<file path="src/rtl/line_buffer_ctrl.sv">
// line_buffer_ctrl: sequencer for the ping-pong line buffer (bufer_out_line).
// One bank is filled with the current sensor line while the previously
// completed line is read out of the other bank. The banks swap only when the
// filled line is complete and the reader is idle.
module line_buffer_ctrl #(
  parameter int PIX_IN_ROW = 640,
  parameter int DIV_W      = 4
) (
  input  logic             CLK,
  input  logic             RESET_N,
  input  logic             LINE_START,
  input  logic             PIX_STROBE,
  input  logic             OUT_START,
  input  logic             LOW_SPEED,
  input  logic [DIV_W-1:0] SPEED_DIV,
  output logic             BUFER_CHANGE,
  output logic             BUFER_IN_EN,
  output logic             START_WRITE,
  output logic             NUMBER_CHAN,
  output logic             BUFER_OUT_EN,
  output logic             LOW_SPEED_OUT,
  output logic [9:0]       PIX_OUT,
  output logic             LINE_READY,
  output logic             LINE_DONE,
  output logic             OVERRUN,
  output logic             UNDERRUN
);

  localparam int               CNT_W    = 10;
  localparam logic [CNT_W-1:0] LAST_PIX = CNT_W'(PIX_IN_ROW - 1);

  typedef enum logic [1:0] {W_IDLE, W_ARM, W_FILL, W_DONE} w_state_t;
  typedef enum logic       {R_IDLE, R_SEND}                r_state_t;

  w_state_t         w_state, w_next;
  r_state_t         r_state, r_next;
  logic [CNT_W-1:0] wr_cnt;
  logic [DIV_W-1:0] div_cnt;
  logic [DIV_W-1:0] div_lim;

  logic swap;      // completed line handed to the reader this cycle
  logic rd_start;  // read of a waiting line accepted
  logic rd_under;  // read requested with nothing waiting
  logic wr_last;   // strobe of the last pixel of the line
  logic div_tick;  // PIX_OUT advances this cycle
  logic rd_last;   // last pixel's period ends this cycle
  logic overrun;

  assign swap     = (w_state == W_DONE) && (r_state == R_IDLE);
  // LINE_READY is the registered value, so a swap in the same cycle does not
  // make an OUT_START succeed unless a line was already waiting.
  assign rd_start = (r_state == R_IDLE) && OUT_START && LINE_READY;
  assign rd_under = (r_state == R_IDLE) && OUT_START && !LINE_READY;
  assign wr_last  = (w_state == W_FILL) && PIX_STROBE && (wr_cnt == LAST_PIX);
  assign div_lim  = LOW_SPEED_OUT ? SPEED_DIV : '0;
  assign div_tick = (div_cnt == div_lim);
  assign rd_last  = (r_state == R_SEND) && div_tick && (PIX_OUT == LAST_PIX);
  assign overrun  = LINE_START && ((w_state == W_FILL) || ((w_state == W_DONE) && !swap));

  // State registers for the write and read FSMs
  always_ff @(posedge CLK) begin
    // NOTE: sequential state always uses non-blocking (<=) so every flop samples
    // pre-edge values regardless of statement order.
    if (!RESET_N) begin
      w_state <= W_IDLE;
      r_state <= R_IDLE;
    end else begin
      w_state <= w_next;
      r_state <= r_next;
    end
  end

  // Next-state logic; a restart request takes priority over the last strobe
  always_comb begin
    // NOTE: defaults first so no path through the case leaves a variable
    // unassigned, which would otherwise infer a latch.
    w_next = w_state;
    r_next = r_state;
    unique case (w_state)
      W_IDLE: if (LINE_START) w_next = W_ARM;
      W_ARM:  w_next = W_FILL;
      W_FILL: begin
        if (LINE_START)   w_next = W_ARM;
        else if (wr_last) w_next = W_DONE;
      end
      W_DONE: if (swap) w_next = LINE_START ? W_ARM : W_IDLE;
      default: w_next = W_IDLE;
    endcase
    unique case (r_state)
      R_IDLE: if (rd_start) r_next = R_SEND;
      R_SEND: if (rd_last)  r_next = R_IDLE;
      default: r_next = R_IDLE;
    endcase
  end

  // Moore outputs decoded from the current states
  always_comb begin
    START_WRITE  = (w_state == W_ARM);
    BUFER_IN_EN  = (w_state == W_FILL);
    BUFER_OUT_EN = (r_state == R_SEND);
  end

  // Write counter, channel interleave, bank select and line-ready flag
  always_ff @(posedge CLK) begin
    if (!RESET_N) begin
      wr_cnt       <= '0;
      NUMBER_CHAN  <= 1'b0;
      BUFER_CHANGE <= 1'b0;
      LINE_READY   <= 1'b0;
    end else begin
      // Clearing on entry to W_ARM makes NUMBER_CHAN read 0 while START_WRITE is high,
      // even when a partial line with an odd sample count is abandoned.
      if (w_next == W_ARM) begin
        wr_cnt      <= '0;
        NUMBER_CHAN <= 1'b0;
      end else if ((w_state == W_FILL) && PIX_STROBE) begin
        wr_cnt      <= wr_last ? '0 : wr_cnt + CNT_W'(1);
        NUMBER_CHAN <= ~NUMBER_CHAN;
      end
      if (swap) begin
        BUFER_CHANGE <= ~BUFER_CHANGE;
        LINE_READY   <= 1'b1;
      end else if (rd_last) begin
        LINE_READY   <= 1'b0;
      end
    end
  end

  // Read index, low-speed divider and latched speed mode
  always_ff @(posedge CLK) begin
    if (!RESET_N) begin
      PIX_OUT       <= '0;
      div_cnt       <= '0;
      LOW_SPEED_OUT <= 1'b0;
    end else if (rd_start) begin
      PIX_OUT       <= '0;
      div_cnt       <= '0;
      LOW_SPEED_OUT <= LOW_SPEED;
    end else if (r_state == R_SEND) begin
      if (div_tick) begin
        div_cnt <= '0;
        PIX_OUT <= rd_last ? '0 : PIX_OUT + CNT_W'(1);
      end else begin
        div_cnt <= div_cnt + DIV_W'(1);
      end
    end
  end

  // One-cycle status pulses, registered one cycle after their cause
  always_ff @(posedge CLK) begin
    if (!RESET_N) begin
      LINE_DONE <= 1'b0;
      OVERRUN   <= 1'b0;
      UNDERRUN  <= 1'b0;
    end else begin
      LINE_DONE <= rd_last;
      OVERRUN   <= overrun;
      UNDERRUN  <= rd_under;
    end
  end

endmodule

</file>
<file path="config.mk">
export PLATFORM = sky130hd
export DESIGN_NAME = line_buffer_ctrl
export DESIGN_NICKNAME = d
export VERILOG_FILES = /design/src/rtl/line_buffer_ctrl.sv
export SDC_FILE = /design/constraint.sdc
export NUM_CORES = 1
export LEC_CHECK = 0
export ABC_AREA = 0
export CAP_MARGIN = 20
export CORE_MARGIN = 2
export CORE_UTILIZATION = 55
export CTS_CLUSTER_SIZE = 25
export DETAILED_ROUTE_END_ITERATION = 10
export HOLD_SLACK_MARGIN = 0.1
export PLACE_DENSITY = 0.84
export SLEW_MARGIN = 20
export SYNTH_ARGS = -nofsm -noshare
export SYNTH_HDL_FRONTEND = slang
export SYNTH_SLANG_ARGS = --single-unit
</file>
<file path="constraint.sdc">
create_clock -name CLK -period 4.5 [get_ports CLK]
set_input_delay 0.675 -clock CLK [delete_from_list [all_inputs] [get_ports CLK]]
set_output_delay 0.675 -clock CLK [all_outputs]
set_load 0.02 [all_outputs]
</file>
# Word level (Yosys, flattened, before mapping)
# Index checks and enable logic that the tools add are counted.
# classes
n_addsub	3
eq_ne	7
mux	15
bitwise_logic	4
n_reduce_logical	18
# ops
op	count
10-bit by 1-bit adder with 10-bit output (second input constant)	2
10-bit equality test (second input constant)	2
10-bit 2-to-1 mux	2
1-bit logical AND	10
2-bit 2-to-1 mux	4
4-bit 2-to-1 mux	2
2-bit one-hot mux with 4 select lines	1
1-bit 2-to-1 mux	5
4-bit by 1-bit adder with 4-bit output (second input constant)	1
2-bit by 1-bit equality test with 1-bit output (second input constant)	2
2-bit equality test (second input constant)	2
4-bit equality test	1
1-bit NOT	4
2-bit OR reduction	2
1-bit zero test	2
2-bit zero test	1
1-bit one-hot mux with 2 select lines	1
2-bit AND reduction	1
2-bit nonzero test	1
1-bit logical OR	1
# word_totals
register_bits	34
input_bits	10
output_inout_bits	20
word_cells	59

# Longest topological paths before layout
# Gate-level depths: netlist of the first run.
# logic_depth
depth_word	8
ltp_mapped	6
mapped_depth_nobuf	6

# Least setup slack after synthesis of the first run
# No wires, ideal clock.
# synth_path
kind	input port to flip-flop
from	input port SPEED_DIV[3]
to	register PIX_OUT[5]
setup_ns	0.072
t_arrival_ns	1.913
setup_slack_ns	2.515
stages	5
path_buffers	0
path_cell_list	a21bo_1 > a31oi_2 > or3_4 > or4_1 > a21oi_1
# synth_between
elab_chain_len	5
word_cells_on_any_way	6
cone_classes	1 x eq/ne; 2 x mux; 3 x reduce/logical
# synth_rtl
element	line	source
start: declaration	15	input logic [DIV_W-1:0] SPEED_DIV,
4-bit 2-to-1 mux (*)	55	assign div_lim = LOW_SPEED_OUT ? SPEED_DIV : '0;
4-bit equality test (*)	56	assign div_tick = (div_cnt == div_lim);
1-bit logical AND (2 in series)	57	assign rd_last = (r_state == R_SEND) && div_tick && (PIX_OUT == LAST_PIX);
10-bit 2-to-1 mux	142	PIX_OUT <= rd_last ? '0 : PIX_OUT + CNT_W'(1);
end signal: assignment	142	
end: declaration	22	output logic [9:0] PIX_OUT,
# Mark *: on every way between the ends. The rest lies on a longest branch, timed or not.
# A chain may end at the register's enable or synchronous reset.

# Worst setup path after layout of the first run
# layout_path
from	input port SPEED_DIV[0]
to	register PIX_OUT[5]
# Same word-level chain as after synthesis.

==> results of run 1 <==
==> cells in the mapped netlist (2+ instances only) <==
| cell | instances |
|---|---|
| inv_1 | 3 |
| nor4b_1 | 2 |
| o22ai_1 | 2 |
| nand2_1 | 22 |
| clkbuf_1 | 3 |
| and3_1 | 3 |
| nand4_1 | 6 |
| nor2_1 | 29 |
| nand2b_1 | 3 |
| a21oi_1 | 10 |
| nor3_1 | 2 |
| and4_1 | 3 |
| xor2_1 | 7 |
| nand3b_1 | 3 |
| a21bo_2 | 2 |
| or3_1 | 2 |
| nor2b_1 | 3 |
| mux2i_1 | 2 |
| dfxtp_1 | 34 |
| o21ai_0 | 2 |
| or4_1 | 4 |
| ha_1 | 3 |
| nand3_1 | 8 |
| xnor2_1 | 9 |
==> worst register-to-register path, delay by kind of cell, from the launching register on <==
family	cells	cell delay, ns
AOI/OAI and AO/OA	2	0.34
DFF	1	0.48
and+or+nand+nor	3	1.16
==> through the flow <==
step | hold WS, ns | cell area [um^2] | util [%] | setup WS, ns
4_1_cts | 0.482 | 1980 | 72.3 | 2.16
5_1_grt | 0.526 | 1980 | 72.3 | 2.07
6_report | 0.488 | 1980 | 72.3 | 2.16
3_5_place_dp | 0.469 | 1900 | 69.3 | 1.81
3_3_place_gp | 0.461 | 1900 | 69.3 | 1.91
2_1_floorplan | 0.449 | 1580 | - | 2.51
==> power breakdown <==
group	internal (mW)	switching, mW	total (mW)
Combinational	0.0179	0.0189	0.0368
Clock	0.129	0.101	0.230
Sequential	0.304	0.00348	0.307
Total	0.451	0.123	0.574
==> sequential cells by signal, summed over array words and instances (netlist names) <==
register and flops:
BUFER_CHANGE 1, BUFER_OUT_EN 1, LINE_DONE 1, LINE_READY 1, LOW_SPEED_OUT 1, NUMBER_CHAN 1, OVERRUN 1, PIX_OUT 10
UNDERRUN 1, div_cnt 4, w_state 2, wr_cnt 10
==> area by class of cell <==
cell class	instances	area (um^2)
Multi-Input combinational cell	144	875
Fill cell	209	757
Sequential cell	34	681
Timing Repair Buffer	29	290
Clock buffer	6	51.3
Tap cell	31	38.8
Clock inverter	1	30.0
Inverter	3	11.3
==> layer usage <==
layer / vias up / track usage [%]
li1: 712 / -
met1: 673 / 26.5
met2: 46 / 37.0
met3: 6 / 7.14
met4: 0 / 9.63
met5: - / 0
==> worst paths after layout <==
| path | startpoint | endpoint | slack, ns | depth (start not counted) |
|---|---|---|---|---|
| min reg2reg | wr_cnt[1]$_SDFFE_PP0P_ | wr_cnt[1]$_SDFFE_PP0P_ | 0.49 | 2 |
| max reg2reg | LOW_SPEED_OUT$_SDFFE_PN0P_ | PIX_OUT[5]$_SDFFE_PP0P_ | 2.45 | 5 |
| min | wr_cnt[1]$_SDFFE_PP0P_ | wr_cnt[1]$_SDFFE_PP0P_ | 0.49 | 2 |
| max | SPEED_DIV[0] | PIX_OUT[5]$_SDFFE_PP0P_ | 2.16 | 6 |
==> cell families (layout without fill, tap and decap cells) <==
logic type | after synthesis | after routing | synth area share (%)
adders and majority gates | 3 | 3 | 2.37
DFF | 34 | 34 | 43.0
xor gates and xnor gates | 16 | 16 | 8.85
AOI/OAI and AO/OA | 26 | 26 | 11.2
buffers and inverters | 7 | 39 | 1.74
muxes | 2 | 2 | 1.26
and+or+nand+nor | 97 | 97 | 31.5
==> qor.csv, run 1 <==
metric;value;unit
Worst Setup End Kind;flop;
Pwr Total;574;uW
Chip Width;57.6;um
Yosys top cell area share;43.0;%
HPWL Detailed;2.41;mm
Seq/Total Area, Yosys;43.0;%
P&R area growth vs syn;24.9;%
port bufs;29;
ys async rst share;0;%
Boundary Pins;30;
Crit Path Category;in -> reg;
Main synth FF type;dfxtp_1;
routability congestion estimate;0.791;
drt wl/cell;13.3;um
Post-synth EDFFs;0;
fin nets;230;
first drt pass iteration count;4;
worst path bufs/invs;1;
maximum root-to-sink buffer count;2;
count of different cell masters after synthesis;42;
Non-Filler Instances;248;
Max FO, Critical Path;15;
clk sink count;34;
global route total overflow;0;
metal2 WL;1.50;mm
drt drc;0;
cts bufs inserted;5;
syn_nets;198;
Starting Density;57.9;%
die area;0.00332;mm^2
skew final;0.00547;ns
placed insts;241;
vias in the first global route;1364;
fin crit share;52.0;%
Rel. slew slack;65.8;%
met3 WL;208;um
Die H;57.6;um
CTS tree;done;
first-pass GRT wire length;5.76;mm
diode count;0;
slew at the pin closest to its max-slew limit;0.509;ns
Synth area leader;dfxtp_1;
cts hold-fix bufs;0;
post_cts resized;0;
DRT iter0 DRCs;44;
post-route setup TNS;0;ns
routed vias/inst;5.79;
Hold Vio Cnt, Final;0;
synth top area cells;dfxtp_1 (43%), nor2_1 (6.9%), nand2_1 (5.2%), xnor2_1 (5.0%), xor2_1 (3.9%);
Final Max Tran Viols;0;
Synth Area per Inst;8.56;um^2
outcome;completed;
min Tclk post-route;2.34;ns
post-synthesis cell count;185;
CTS root buf;clkbuf_4;
commonest non-fill, non-tap cell in the layout;dfxtp_1;
FP Rows;19;
Crit-path slowest cell;or4_1;
YS warnings;0;
crit start category;primary input;
unrepaired setup endpoints after global routing;false;
#FFs+latches synth;34;
Post-Syn Area;0.00158;mm^2
CORE AREA;0.00273;mm^2
Top delay family on crit path;simple AND/OR/NAND/NOR gates;
Worst path max stage delay;0.52;ns
postcts setup bufs;0;
layout cells sized above 1;5.99;%
total vias in the final route;1437;
Setup violations, final;0;
largest net degree at the start of global routing;16;
arrival time at the worst endpoint;2.60;ns
M1 WL;1.55;mm
GRT Overall Usage;22.3;%
DR top layer;met4;
CTS H-tree lvls;2;
Leakage;0.700;nW
worst-skew pair later-pin latency;0.34;ns
critical-path cell list;clkdlybuf4s50_1 -> a21bo_2 -> nand4_1 -> or3_4 -> or4_1 -> a21oi_1;
CTS clock-pin slew for the worst setup and hold paths;0.10;ns
Max Cap Viol;0;
pwr dens;290;mW/mm^2
maximum VDD drop;0.350;mV
final wirelength;3.30;mm
Hold Crit Class;reg -> reg;
Required @ worst endpoint;4.76;ns
antenna-violating nets left;0;
highest-count cells in the layout ignoring fill and taps;dfxtp_1 (34), nor2_1 (29), clkdlybuf4s50_1 (29);
initial antenna violation count;0;
FMAX;427;MHz
Note: power is estimated with default switching activity, not from simulation.
==> inputs of run 2 (changes only) <==
--- a/config.mk
+++ b/config.mk
@@ -8,11 +8,11 @@
 export ABC_AREA = 0
 export CAP_MARGIN = 20
 export CORE_MARGIN = 2
-export CORE_UTILIZATION = 55
+export CORE_UTILIZATION = 51
 export CTS_CLUSTER_SIZE = 25
 export DETAILED_ROUTE_END_ITERATION = 10
 export HOLD_SLACK_MARGIN = 0.1
-export PLACE_DENSITY = 0.84
+export PLACE_DENSITY = 0.78
 export SLEW_MARGIN = 20
 export SYNTH_ARGS = -nofsm -noshare
 export SYNTH_HDL_FRONTEND = slang
==> constraint.sdc (replaced) <==
create_clock -name CLK -period 2.19 [get_ports CLK]
set_input_delay 0.3285 -clock CLK [delete_from_list [all_inputs] [get_ports CLK]]
set_output_delay 0.3285 -clock CLK [all_outputs]
set_load 0.02 [all_outputs]
==> qor.csv, run 2 (synthesis gave the netlist of run 1 again) <==
metric;value;unit;change
outcome;completed;;unchanged
first-pass GRT wire length;5.69;mm;was 5.76 mm
hold_sp;wr_cnt[1]$_SDFFE_PP0P_;;unchanged
post-route setup TNS;0;ns;unchanged
final wirelength;3.44;mm;was 3.30 mm
Worst Setup End Kind;output port;;was flop
skew final;0.00741;ns;was 0.00547 ns
Crit Path Category;reg -> out;;was in -> reg
P&R area growth vs syn;27.3;%;was 24.9%
final instance area;0.00201;mm^2;was 0.00198 mm^2
initial antenna violation count;0;;unchanged
Setup violations, final;0;;unchanged
setup ws final;0.188;ns;was 2.16 ns
vias in the first global route;1344;;was 1364
maximum VDD drop;0.432;mV;was 0.350 mV
GRT Overall Usage;21.2;%;was 22.3%
placed insts;250;;was 241
R2R setup slack;0.28;ns;was 2.45 ns
die area;0.00357;mm^2;was 0.00332 mm^2
Hold Path Sink;wr_cnt[1]$_SDFFE_PP0P_;;unchanged
filler instances;254;;was 209
FP Rows;20;;was 19
Pwr Total;1.09;mW;was 574 uW
Final Max Tran Viols;0;;unchanged
commonest non-fill, non-tap cell in the layout;dfxtp_1;;unchanged
arrival time at the worst endpoint;1.67;ns;was 2.60 ns
clk sink count;34;;unchanged
fin crit share;91.4;%;
DRT iter0 DRCs;102;;was 44
CTS tree;done;;unchanged
critical-path cell list;nor2b_1 -> clkdlybuf4s50_1;;was clkdlybuf4s50_1 -> a21bo_2 -> nand4_1 -> or3_4 -> or4_1 -> a21oi_1
DP Worst Slack;-0.0322;ns;was 1.81 ns
Hold Vio Cnt, Final;0;;unchanged
worst-skew pair later-pin latency;0.34;ns;about the same
routability congestion estimate;0.859;;was 0.791
pwr dens;540;mW/mm^2;was 290 mW/mm^2
drt wl/cell;13.3;um;about the same
Max FO, Critical Path;6;;was 15
Hold Crit Class;reg -> reg;;unchanged
unrepaired setup endpoints after global routing;false;;unchanged
Fin Hold WS;0.500;ns;was 0.488 ns
antenna-violating nets left;0;;unchanged
global route total overflow;0;;unchanged
Die H;59.7;um;was 57.6 um
highest-count cells in the layout ignoring fill and taps;dfxtp_1 (34), nor2_1 (29), clkdlybuf4s50_1 (29);;unchanged
postcts setup bufs;0;;unchanged
CTS clock-pin slew for the worst setup and hold paths;0.11;ns;was 0.10 ns
HPWL Detailed;2.60;mm;was 2.41 mm
crit start category;flop;;was primary input
cts hold-fix bufs;0;;unchanged
Worst path max stage delay;0.66;ns;was 0.52 ns
CTS root buf;clkbuf_4;;unchanged
Boundary Pins;30;;unchanged
Chip Width;59.7;um;was 57.6 um
worst flop-to-flop path endpoint;PIX_OUT[7]$_SDFFE_PP0P_;;was PIX_OUT[5]$_SDFFE_PP0P_
Max Cap Viol;0;;unchanged
Non-Filler Instances;258;;was 248
Top Registers;PIX_OUT: 10 flops, wr_cnt: 10 flops, div_cnt: 4 flops;;unchanged
Rel. slew slack;69.1;%;was 65.8%
cts bufs inserted;5;;unchanged
cell count of the worst hold path;2;;unchanged
first drt pass iteration count;4;;unchanged
slew at the pin closest to its max-slew limit;0.460;ns;was 0.509 ns
FMAX;500;MHz;
port bufs;29;;unchanged
largest net degree at the start of global routing;12;;was 16
drt drc;0;;unchanged
CORE AREA;0.00300;mm^2;was 0.00273 mm^2
total vias in the final route;1456;;was 1437
worst reg2reg path depth;5;;unchanged
Starting Density;52.7;%;was 57.9%
maximum root-to-sink buffer count;2;;unchanged
CTS H-tree lvls;2;;unchanged
Critical R2R Launch;LOW_SPEED_OUT$_SDFFE_PN0P_;;unchanged
diode count;0;;unchanged
fin nets;237;;was 230
min Tclk post-route;2.00;ns;
dpl cell area;0.00195;mm^2;was 0.00190 mm^2
Leakage;0.724;nW;was 0.700 nW
post_cts resized;0;;unchanged
Required @ worst endpoint;1.86;ns;was 4.76 ns
layout cells sized above 1;9.33;%;was 5.99%
Crit-path slowest cell;clkdlybuf4s50_1;;was or4_1
Final Util;67.1;%;was 72.3%
routed vias/inst;5.64;;was 5.79
==> run 2: changes by cell type in the layout (fill, tap and decap cells not counted), sizes merged <==
cell / before / now
buf: 0 / 7
bufinv: 1 / 0
clkinvlp: 0 / 1
clkinv: 0 / 1
==> run 2: routing by layer <==
layer / global-route usage, % / wire length, um
met5: 0 / 0
met4: 9.84 / 55
met3: 4.55 / 170
met2: 33.5 / 1610
met1: 27.4 / 1610
==> run 2: where the power goes <==
group	internal [mW]	switching, mW	total [mW]
clock	0.154	0.219	0.373
combinational	0.0412	0.0418	0.0830
sequential	0.625	0.00655	0.631
==> run 2: how the worst max path moves through the flow <==
stage	from	endpoint	slack, ns
global route	w_state[1]$_SDFF_PN0_	BUFER_IN_EN	0.09
floorplan	LOW_SPEED_OUT$_SDFFE_PN0P_	PIX_OUT[5]$_SDFFE_PP0P_	0.29
global placement	SPEED_DIV[3]	PIX_OUT[7]$_SDFFE_PP0P_	0.02
detailed placement	SPEED_DIV[3]	PIX_OUT[7]$_SDFFE_PP0P_	-0.03
CTS	w_state[1]$_SDFF_PN0_	BUFER_IN_EN	0.19
finish	w_state[1]$_SDFF_PN0_	BUFER_IN_EN	0.19
==> run 2: worst max-delay path: cells and delay by family, from the launching register on <==
kind / cells / cell delay, ns
buf+inv: 1 / 0.66
simple gates: 1 / 0.26
flops: 1 / 0.42
==> run 2: area by class of cell <==
type	count	area, um^2	area share (%)
multi-input combinational	144	875	43.4
inverter	3	11.3	0.559
tap	33	41.3	2.05
sequential	34	681	33.8
clock inverter	2	12.5	0.621
clock buffer	6	51.3	2.55
timing repair buffer	36	343	17.0
==> inputs of run 3 (changes only) <==
--- a/config.mk
+++ b/config.mk
@@ -11,6 +11,7 @@
 export CORE_UTILIZATION = 51
 export CTS_CLUSTER_SIZE = 25
 export DETAILED_ROUTE_END_ITERATION = 10
+export GPL_TIMING_DRIVEN = 0
 export HOLD_SLACK_MARGIN = 0.1
 export PLACE_DENSITY = 0.78
 export SLEW_MARGIN = 20
==> qor.csv, run 3 (synthesis gave the netlist of run 1 again) <==
metric;value;unit;change
vias in the first global route;1392;;was 1344
Reg power frac;61.8;%;was 58.0%
routed vias/inst;5.65;;was 5.64
highest-count cells in the layout ignoring fill and taps;dfxtp_1 (34), nor2_1 (29), clkdlybuf4s50_1 (29);;unchanged
Non-Filler Instances;254;;was 258
drt wl/cell;12.9;um;was 13.3 um
dpl cell area;0.00191;mm^2;was 0.00195 mm^2
Rel. slew slack;71.2;%;was 69.1%
pwr dens;520;mW/mm^2;was 540 mW/mm^2
diode count;0;;unchanged
routability congestion estimate;0.847;;was 0.859
maximum VDD drop;0.337;mV;was 0.432 mV
fraction of power spent switching nets;23.4;%;was 24.6%
FP Rows;20;;unchanged
Starting Density;52.7;%;unchanged
port bufs;29;;unchanged
clk sink count;34;;unchanged
total vias in the final route;1436;;was 1456
layout cells sized above 1;5.88;%;was 9.33%
first-pass GRT wire length;5.71;mm;was 5.69 mm
cts bufs inserted;5;;unchanged
crit start category;flop;;unchanged
CORE AREA;0.00300;mm^2;unchanged
postcts setup bufs;0;;unchanged
commonest non-fill, non-tap cell in the layout;dfxtp_1;;unchanged
CTS clock-pin slew for the worst setup and hold paths;0.10;ns;was 0.11 ns
Leakage;0.685;nW;was 0.724 nW
maximum root-to-sink buffer count;2;;unchanged
CTS root buf;clkbuf_4;;unchanged
initial antenna violation count;0;;unchanged
GRT Overall Usage;21.0;%;was 21.2%
Pwr Total;1.02;mW;was 1.09 mW
Max FO, Critical Path;6;;unchanged
drt drc;0;;unchanged
filler instances;266;;was 254
Crit Path Category;reg -> out;;unchanged
cts hold-fix bufs;0;;unchanged
Chip Width;59.7;um;unchanged
largest net degree at the start of global routing;11;;was 12
final instance area;0.00196;mm^2;was 0.00201 mm^2
slew at the pin closest to its max-slew limit;0.433;ns;was 0.460 ns
global route total overflow;0;;unchanged
Top Registers;PIX_OUT: 10 flops, wr_cnt: 10 flops, div_cnt: 4 flops;;unchanged
FMAX;499;MHz;was 500 MHz
placed insts;247;;was 250
switching power;239;uW;was 268 uW
HPWL Detailed;2.53;mm;was 2.60 mm
first drt pass iteration count;4;;unchanged
min Tclk post-route;2.01;ns;was 2.00 ns
final wirelength;3.29;mm;was 3.44 mm
Hold Crit Class;reg -> reg;;unchanged
post-route setup TNS;0;ns;unchanged
fin crit share;91.6;%;was 91.4%
DRT iter0 DRCs;32;;was 102
Combinational Power Share;7.6;%;about the same
skew final;0.00645;ns;was 0.00741 ns
Max Cap Viol;0;;unchanged
CTS tree;done;;unchanged
Hold Vio Cnt, Final;0;;unchanged
Required @ worst endpoint;1.86;ns;about the same
arrival time at the worst endpoint;1.68;ns;was 1.67 ns
Die H;59.7;um;unchanged
worst-skew pair later-pin latency;0.33;ns;was 0.34 ns
Final Max Tran Viols;0;;unchanged
unrepaired setup endpoints after global routing;false;;unchanged
antenna-violating nets left;0;;unchanged
Setup violations, final;0;;unchanged
outcome;completed;;unchanged
clock share of power;30.5;%;was 34.3%
P&R area growth vs syn;24.0;%;was 27.3%
Worst Setup End Kind;output port;;unchanged
CTS H-tree lvls;2;;unchanged
post_cts resized;0;;unchanged
Internal Pwr Total;781;uW;was 820 uW
die area;0.00357;mm^2;unchanged
fin nets;234;;was 237
Boundary Pins;30;;unchanged
## run 3: cell count changes in the layout (fill, tap and decap cells not counted)
cell	previous run	this run
clkinv_2	1	0
buf_2	0	1
clkbuf_1	0	4
clkbuf_8	1	0
buf_4	7	0
## run 3: cell type report
| class | instances | area (um^2) | area share (%) |
|---|---|---|---|
| multi-input cells | 144 | 875 | 44.6 |
| flip-flops and latches | 34 | 681 | 34.7 |
| repair buffers | 29 | 290 | 14.8 |
| inverters | 3 | 11.3 | 0.574 |
| clock inverters | 1 | 7.51 | 0.382 |
| well taps | 33 | 41.3 | 2.10 |
| clock buffers | 6 | 41.3 | 2.10 |
| plain buffers | 4 | 16.3 | 0.829 |
## run 3: worst paths after layout
| check | start | to | slack (ns) | cells after the start |
|---|---|---|---|---|
| worst max-delay path | w_state[1]$_SDFF_PN0_ | BUFER_IN_EN | 0.18 | 2 |
| worst min-delay path | wr_cnt[1]$_SDFFE_PP0P_ | wr_cnt[1]$_SDFFE_PP0P_ | 0.50 | 2 |
| worst max register to register | LOW_SPEED_OUT$_SDFFE_PN0P_ | PIX_OUT[9]$_SDFFE_PP0P_ | 0.22 | 6 |
| worst min register to register | wr_cnt[1]$_SDFFE_PP0P_ | wr_cnt[1]$_SDFFE_PP0P_ | 0.50 | 2 |
## run 3: power groups by stage
stage	sequential, mW	clock [mW]	combinational (mW)
floorplan	0.648	0	0.0347
global placement	0.645	0	0.0752
detailed placement	0.645	0	0.0772
CTS	0.631	0.323	0.0776
global route	0.633	0.357	0.0848
finish	0.631	0.311	0.0779
## run 3: metal layers
layer / global-route usage, % / part of all wire [%]
met5: 0 / 0
met4: 9.84 / 2.1
met3: 6.28 / 5.0
met2: 33.2 / 48
met1: 26.0 / 45
## run 3: stage by stage
stage	worst slack [ns]	utilization (%)	hold slack, ns
floorplan	0.290	-	0.449
global placement	-0.0225	63.7	0.461
detailed placement	-0.107	63.7	0.484
CTS	0.187	65.4	0.498
global route	0.0344	65.4	0.538
finish	0.185	65.4	0.499
## run 3: worst max-delay path: stages, from the launching register on
cell and delay (ns):
dfxtp_1 0.43, nor2b_1 0.26, clkdlybuf4s50_1 0.65
